## src/rtl/alu_rs.sv

```systemverilog
// alu_rs: ALU reservation station. Collapsing queue of decoded instructions
// (index 0 = oldest) that snoops the ROB result broadcast for pending
// operands and dispatches the oldest fully-ready entry into a registered
// output stage.
module alu_rs #(
    parameter int DEPTH  = 4,
    parameter int CNT_W  = 6,
    parameter int UNIT_W = 4,
    parameter int EXCP_W = 2
) (
    input  logic                      clk,
    input  logic                      rst_n,
    input  logic                      i_IDSUE_valid,
    input  logic [CNT_W-1:0]          i_IDSUE_cnt,
    input  logic [31:0]               i_IDSUE_pc,
    input  logic [6:0]                i_IDSUE_opcode,
    input  logic [2:0]                i_IDSUE_funct3,
    input  logic [31:0]               i_IDSUE_imm,
    input  logic [4:0]                i_IDSUE_rd,
    input  logic [EXCP_W-1:0]         i_IDSUE_excp,
    input  logic [UNIT_W-1:0]         i_IDSUE_u1,
    input  logic [UNIT_W-1:0]         i_IDSUE_u2,
    input  logic [31:0]               i_IDSUE_d1,
    input  logic [31:0]               i_IDSUE_d2,
    output logic                      o_IDSUE_full,
    input  logic [UNIT_W-1:0]         i_ROB_u,
    input  logic [31:0]               i_ROB_udata,
    input  logic                      i_ROB_flush,
    input  logic                      i_ALU_ready,
    output logic                      o_ALU_valid,
    output logic [CNT_W-1:0]          o_ALU_cnt,
    output logic [31:0]               o_ALU_pc,
    output logic [6:0]                o_ALU_opcode,
    output logic [2:0]                o_ALU_funct3,
    output logic [31:0]               o_ALU_d1,
    output logic [31:0]               o_ALU_d2,
    output logic [31:0]               o_ALU_imm,
    output logic [4:0]                o_ALU_rd,
    output logic [EXCP_W-1:0]         o_ALU_excp,
    output logic [$clog2(DEPTH):0]    o_RS_count
);
    localparam int IW = $clog2(DEPTH);
    localparam int CW = IW + 1;

    localparam logic [6:0] OPC_LUI    = 7'b0110111;
    localparam logic [6:0] OPC_AUIPC  = 7'b0010111;
    localparam logic [6:0] OPC_JAL    = 7'b1101111;
    localparam logic [6:0] OPC_JALR   = 7'b1100111;
    localparam logic [6:0] OPC_OP_IMM = 7'b0010011;

    typedef struct packed {
        logic              valid;
        logic [CNT_W-1:0]  cnt;
        logic [31:0]       pc;
        logic [6:0]        opcode;
        logic [2:0]        funct3;
        logic [31:0]       imm;
        logic [4:0]        rd;
        logic [EXCP_W-1:0] excp;
        logic [UNIT_W-1:0] u1;
        logic [UNIT_W-1:0] u2;
        logic [31:0]       d1;
        logic [31:0]       d2;
        logic              r1;
        logic              r2;
    } entry_t;

    entry_t          ent     [DEPTH];
    entry_t          woke    [DEPTH];
    entry_t          ent_nxt [DEPTH];
    entry_t          new_ent;
    logic [CW-1:0]   count;
    logic [CW-1:0]   count_nxt;
    logic [CW-1:0]   ins_idx;
    logic [IW-1:0]   sel_idx;
    logic            sel_found;
    logic            do_disp;
    logic            do_ins;
    logic            rob_live;

    assign o_IDSUE_full = (count == CW'(DEPTH));
    assign o_RS_count   = count;
    assign rob_live     = (i_ROB_u != '0);
    assign do_ins       = i_IDSUE_valid && !o_IDSUE_full;
    assign do_disp      = sel_found && (!o_ALU_valid || i_ALU_ready);
    assign ins_idx      = count - CW'(do_disp);
    assign count_nxt    = count + CW'(do_ins) - CW'(do_disp);

    // Oldest entry whose registered ready flags are both set
    always_comb begin
        sel_found = 1'b0;
        sel_idx   = '0;
        for (int i = DEPTH - 1; i >= 0; i--) begin
            if (ent[i].valid && ent[i].r1 && ent[i].r2) begin
                sel_found = 1'b1;
                sel_idx   = IW'(i);
            end
        end
    end

    // Build the incoming entry: bypass same-cycle broadcast, then opcode overrides
    always_comb begin
        new_ent        = '0;
        new_ent.valid  = 1'b1;
        new_ent.cnt    = i_IDSUE_cnt;
        new_ent.pc     = i_IDSUE_pc;
        new_ent.opcode = i_IDSUE_opcode;
        new_ent.funct3 = i_IDSUE_funct3;
        new_ent.imm    = i_IDSUE_imm;
        new_ent.rd     = i_IDSUE_rd;
        new_ent.excp   = i_IDSUE_excp;
        new_ent.u1     = i_IDSUE_u1;
        new_ent.u2     = i_IDSUE_u2;
        new_ent.d1     = i_IDSUE_d1;
        new_ent.d2     = i_IDSUE_d2;
        new_ent.r1     = (i_IDSUE_u1 == '0);
        new_ent.r2     = (i_IDSUE_u2 == '0);
        if (!new_ent.r1 && rob_live && (i_IDSUE_u1 == i_ROB_u)) begin
            new_ent.r1 = 1'b1;
            new_ent.d1 = i_ROB_udata;
        end
        if (!new_ent.r2 && rob_live && (i_IDSUE_u2 == i_ROB_u)) begin
            new_ent.r2 = 1'b1;
            new_ent.d2 = i_ROB_udata;
        end
        case (i_IDSUE_opcode)
            OPC_LUI, OPC_AUIPC, OPC_JAL: begin
                new_ent.r1 = 1'b1;
                new_ent.d1 = '0;
                new_ent.r2 = 1'b1;
                new_ent.d2 = '0;
            end
            OPC_OP_IMM, OPC_JALR: begin
                new_ent.r2 = 1'b1;
                new_ent.d2 = '0;
            end
            default: ;
        endcase
    end

    // Next queue contents: wakeup, collapse over the dispatched slot, append at tail
    always_comb begin
        for (int i = 0; i < DEPTH; i++) begin
            woke[i] = ent[i];
            if (ent[i].valid && rob_live) begin
                if (!ent[i].r1 && ent[i].u1 == i_ROB_u) begin
                    woke[i].r1 = 1'b1;
                    woke[i].d1 = i_ROB_udata;
                end
                if (!ent[i].r2 && ent[i].u2 == i_ROB_u) begin
                    woke[i].r2 = 1'b1;
                    woke[i].d2 = i_ROB_udata;
                end
            end
        end
        for (int i = 0; i < DEPTH - 1; i++) begin
            ent_nxt[i] = (do_disp && i >= int'(sel_idx)) ? woke[i+1] : woke[i];
        end
        ent_nxt[DEPTH-1] = do_disp ? '0 : woke[DEPTH-1];
        if (do_ins) begin
            for (int i = 0; i < DEPTH; i++) begin
                if (i == int'(ins_idx)) ent_nxt[i] = new_ent;
            end
        end
    end

    // Queue state and registered ALU output stage; flush beats everything but reset
    always_ff @(posedge clk) begin
        if (!rst_n) begin
            for (int i = 0; i < DEPTH; i++) ent[i] <= '0;
            count        <= '0;
            o_ALU_valid  <= 1'b0;
            o_ALU_cnt    <= '0;
            o_ALU_pc     <= '0;
            o_ALU_opcode <= '0;
            o_ALU_funct3 <= '0;
            o_ALU_d1     <= '0;
            o_ALU_d2     <= '0;
            o_ALU_imm    <= '0;
            o_ALU_rd     <= '0;
            o_ALU_excp   <= '0;
        end else if (i_ROB_flush) begin
            for (int i = 0; i < DEPTH; i++) ent[i] <= '0;
            count       <= '0;
            o_ALU_valid <= 1'b0;
        end else begin
            for (int i = 0; i < DEPTH; i++) ent[i] <= ent_nxt[i];
            count <= count_nxt;
            if (do_disp) begin
                o_ALU_valid  <= 1'b1;
                o_ALU_cnt    <= ent[sel_idx].cnt;
                o_ALU_pc     <= ent[sel_idx].pc;
                o_ALU_opcode <= ent[sel_idx].opcode;
                o_ALU_funct3 <= ent[sel_idx].funct3;
                o_ALU_d1     <= ent[sel_idx].d1;
                o_ALU_d2     <= ent[sel_idx].d2;
                o_ALU_imm    <= ent[sel_idx].imm;
                o_ALU_rd     <= ent[sel_idx].rd;
                o_ALU_excp   <= ent[sel_idx].excp;
            end else if (i_ALU_ready) begin
                o_ALU_valid <= 1'b0;
            end
        end
    end
endmodule
```

## config.mk

```make
export PLATFORM = sky130hd
export DESIGN_NAME = alu_rs
export DESIGN_NICKNAME = d
export VERILOG_FILES = /design/src/rtl/alu_rs.sv
export SDC_FILE = /design/constraint.sdc
export NUM_CORES = 2
export LEC_CHECK = 0
export ABC_CLOCK_PERIOD_IN_PS = 4000
export CAP_MARGIN = 30
export CORE_AREA = 2 2 262 264
export DETAILED_ROUTE_END_ITERATION = 7
export DIE_AREA = 0 0 264 266
export DONT_BUFFER_PORTS = 1
export PLACE_DENSITY = 0.88
export SLEW_MARGIN = 30
export SYNTH_ARGS = -nofsm -noshare
export SYNTH_HDL_FRONTEND = slang
export SYNTH_SLANG_ARGS = --single-unit
```

## constraint.sdc

```tcl
create_clock -name clk -period 4 [get_ports clk]
set_input_delay 0.6 -clock clk [delete_from_list [all_inputs] [get_ports clk]]
set_output_delay 0.6 -clock clk [all_outputs]
set_load 0.05 [all_outputs]
```

# Word-level counts from Yosys, hierarchy flattened
# Memory sizes are Yosys's and may differ from the RTL's. A register that Yosys moved wholly into a read port is not among the register bits.
# Cells that the tools add are included.
# classes
add_sub_neg	3
multipliers	0
div	0
magnitude_cmp	3
n_eq_ne	19
n_shift	0
n_mux	62
bitwise	10
reduce_logical	52
# op_table
operator	n
162-bit 2-to-1 mux	16
648-bit 2-to-1 mux	1
32-bit 2-to-1 mux	12
66-bit 2-to-1 mux	4
4-bit equality test	10
1-bit logical AND	29
1-bit 2-to-1 mux	25
7-bit by 5-bit equality test with 1-bit output (second input constant)	2
7-bit equality test (second input constant)	2
1-bit zero test	13
4-bit zero test	2
2-bit 2-to-1 mux	4
1-bit OR	8
7-bit by 6-bit equality test with 1-bit output (second input constant)	1
3-bit equality test (first input constant)	2
3-bit by 1-bit subtractor with 3-bit output	2
5-bit OR reduction	1
1-bit by 2-bit >= comparator with 1-bit output (first input constant)	2
4-bit nonzero test	1
3-bit by 1-bit adder with 3-bit output	1
2-bit by 3-bit equality test with 1-bit output (first input constant)	1
3-bit equality test (second input constant)	1
3-bit zero test	1
3-bit OR reduction	1
other kinds (6)	7
# totals
reg_bits	4
latch_bits	0
ram_bits	648
romBits	0
in_bits	200
elab_cells	152
n_memories	1
# mem_list
name	depth	word_bits	read_ports	rd_ports_with_merged_regs	write_ports	line	source
ent	4	162	5	1	4	68	entry_t ent [DEPTH];

# Depth between registers and ports, before layout
# An unclocked memory read counts as a cell.
# depth
depth_word	13
mapped_depth	17

# Worst setup path after synthesis
# Ideal clock, no wire load.
# synth_path
kind	reg-to-reg
start	reg o_ALU_valid
end	mem ent[3][0] (netlist bit) (data pin)
t_arrival_ps	3607
setup_slack_ps	127
path_stages_with_launch	17
path_cell_list	dfxtp_1 > nor2b_1 > a21o_1 > clkbuf_1 > clkbuf_1 > inv_1 > ha_1 > ha_1 > or2_4 > a21boi_2 > or3b_1 > buf_2 > nand2_2 > buf_6 > buf_6 > a2bb2oi_2 > nor2_1
# synth_rtl
item	line	source
from (decl)	30	output logic o_ALU_valid,
from (signal assigned)	172	o_ALU_valid <= 1'b0;
from (signal assigned)	185	o_ALU_valid <= 1'b0;
from (signal assigned)	190	o_ALU_valid <= 1'b1;
to (decl)	68	

==> summary.md <==
| Metric | Value |
|---|---|
| TNS Setup | 0 ns |
| Simple-gate share of the synthesized area | 0.121 |
| Die width | approximately 260 um |
| Mapped cell area | 0.0436 mm^2 |
| Slew @ Worst Pin | 1.02 ns |
| Power density over cell area | a little over 400 mW/mm^2 |
| CTS Sinks | ~800 |
| Period Utilization, post-route | 0.952 |
| Xor-xnor portion of the synthesized cell area | 0.00804 |
| Most common cell in the netlist | nand2_1 |
| CTS tree | yes |
| Post-Place Worst Slack | ~0.31 ns |
| Clock buffer depth | 3 |
| Postcts setup bufs | 0 |
| Status | finished clean |
| Root Buffer | clkbuf_16 |
| Die height | about 270 um |
| I/O Buffers | 0 |
| Synth area leader | edfxtp_1 |
| Clock transition at the registers of the reported paths | about 0.060 ns |
| VDD IR max | just over 0.3 mV |
| Avg Cell Area, Syn | approximately 10 um^2 |
| Crit path time final | between 3 and 4 ns |
| Final Hold Violating Endpoints | 0 |
| Compound-Gate Fraction of Synth Area | 0.202 |
| Arr. time, crit path | ~4.2 ns |
| Sequential area share after synthesis | 0.481 |
| Final GP Congestion | approximately 0.86 |
| Post-synth EDFFs | between 400 and 500 |
| Max Clk Rate | between 0.2 and 0.3 GHz |
| Top cell type's share of synthesized area | 0.335 |
| Top cells by area, synth | edfxtp_1, dfxtp_1, mux2i_1, nand2_1, o221ai_1 |
| Largest family of logic cells by synthesized area | compound AO/OA/AOI/OAI gates |
| Number of vias per cell | 6.89 |
| Unrepaired setup endpoints after global routing | no |
| Num rows | 96 |
| CTS Hold Bufs | 0 |
| DR iter-0 viols | between 4,000 and 5,000 |
| Max Cap Violations | 0 |
| Skew-Pair Late Insertion Delay | around 0.65 ns |
| GRT Residual Overflow | 0 |
| H-tree depth | 3 |
| Hold Crit Class | primary input to flop |
| Vias in the first global route | ~37,000 |
| Asr flop ratio synth | 0 |
| Synth Instances | between 4,000 and 5,000 |
| Dpl hpwl | about 78,000 um |
| Largest fanout on the critical path | roughly 140 |
| Vias | between 30,000 and 40,000 |
| Avg WL per Cell | about 25 um |
| Final Setup Violations | 0 |
| Total core area | roughly 0.068 mm^2 |
| Post-CTS sizing | 0 |
| Pin count of the biggest net entering global routing | 207 |
| CP Class | flop to flop |
| Die area | about 0.07 mm^2 |
| Synth top cells by count | nand2_1, mux2i_1, edfxtp_1, nor2_1, dfxtp_1 |
| Starting Density | 0.643 |
| DR pass1 iterations | 7 |
| Worst Skew | around 0.03 ns |
| Mux contribution to synthesized area | 0.137 |
| Synth cell types | 76 |
| Total Wirelength | approximately 140,000 um |
| Nets | 4,751 |
| CTS buffer count | 84 |
| Worst slew margin | 0.320 |
| WP data required | around 4.4 ns |
| Layout fillers | approximately 4,700 |
| Max-slew violation total from the final report | 0 |
| First-pass GRT wire length | between 200,000 and 250,000 um |
| Synth Area in Adders | 0.00161 |
| LEAKAGE | between 0.02 and 0.025 uW |
| Flops & latches, synth | 803 |
| ANT cells | 0 |
| Final WS setup | approximately 0.19 ns |
| Worst setup SP type | flop |
| Fraction of layout cells with a size suffix above 1 | 0.0704 |
| DRC viols | 0 |
| Ports | about 360 |
| Critical path endpoint category | flop |
| Initial antenna violation count | 3 |
| Layout Area Growth over Synthesis | 11.3% |
| Antenna-violating nets left | 0 |
| Synth warn | 0 |
| GRT Overall Usage | 0.371 |
| Main synth FF type | edfxtp_1 |
-- cell families after synthesis --
group | count (synthesis)
compound gates | 1130
xor+xnor | 40
fa+ha+maj | 5
buf+inv | 459
flops | 803
mux | 590
other cells | 1
simple gates | 1316
-- cells in the final DEF (no fill, tap or decap), drive strengths merged, types with 16 or more instances in the layout --
master / netlist / layout
nand2: 748 / 748
mux2i: 525 / 525
edfxtp: 486 / 486
conb: 1 / 486
nor2: 400 / 400
dfxtp: 317 / 317
o221ai: 251 / 251
a311oi: 190 / 190
clkbuf: 267 / 130
a21oi: 115 / 115
nand3: 113 / 113
a211oi: 96 / 96
o22a: 96 / 96
o22ai: 94 / 94
buf: 186 / 84
a22oi: 67 / 67
o21ai: 66 / 66
mux2: 65 / 65
o211ai: 33 / 33
o21a: 33 / 33
o211a: 29 / 29
a221oi: 29 / 29
xor2: 24 / 24
xnor2: 16 / 16
clkinv: 0 / 16
-- metal layers --
metal / wire length [um] / track usage / vias up
li1: - / - / 16451
met1: 47500 / 0.454 / 18143
met2: 63400 / 0.608 / 2730
met3: 17800 / 0.0923 / 521
met4: 6400 / 0.194 / 2
met5: 13 / 0 / -
-- critical path, cell delays in order (launching register included) --
cell	delay, ns
edfxtp_1	0.50
nand3_2	0.22
and2_4	0.25
a21o_4	0.20
inv_1	0.07
ha_1	0.15
ha_1	0.33
nand3b_1	0.19
a21o_4	0.13
buf_12	0.52
buf_4	0.48
nor2_1	0.09
a311oi_1	0.38
-- layout make-up --
cell class              instances  area [um^2]  area share
multi-input cells            3567        22500       0.465
repair buffers                 84         1060      0.0218
flip-flops and latches        803        20900       0.432
inverters                       6         22.5    0.000464
clock buffers                 130         2490      0.0513
well taps                     882         1100      0.0228
clock inverters                24          342     0.00704
-- flip-flops by register name, summed over array words and instances (netlist names), 5 cells and up --
signal	cells
o_ALU_d1	32
o_ALU_pc	32
o_ALU_opcode	7
o_ALU_rd	5
ent	648
o_ALU_cnt	6
o_ALU_imm	32
o_ALU_d2	32
-- where the power goes --
group,switching [uW],leakage (uW),total [uW],internal (uW)
Combinational,1400,0.0112,2130,729
Sequential,391,0.00756,9620,9230
Clock,3410,0.00138,8100,4690
Total,5200,0.0201,19800,14700
-- through the flow --
step	hold WS [ns]	cells	power, uW	util	instance area [um^2]
floorplan	0.535	4829	11300	-	45400
global placement	0.547	5338	11700	0.673	45600
detailed placement	0.556	5338	11800	0.673	45600
CTS	0.0930	5492	19800	0.714	48400
global route	0.114	5496	20400	0.716	48500
finish	0.116	5496	19800	0.716	48500
-- final timing paths --
| check | end | depth (start not counted) | slack, ns | startpoint |
|---|---|---|---|---|
| worst max-delay path | ent[1][85] | 12 | 0.19 | ent[1][1] |
| worst min-delay path | o_ALU_d2[8] | 1 | 0.12 | rst_n |
| worst max register to register | ent[1][85] | 12 | 0.19 | ent[1][1] |
| worst min register to register | ent[2][157] | 2 | 0.57 | ent[2][157] |
No activity file was read; power rests on OpenSTA's default activity.
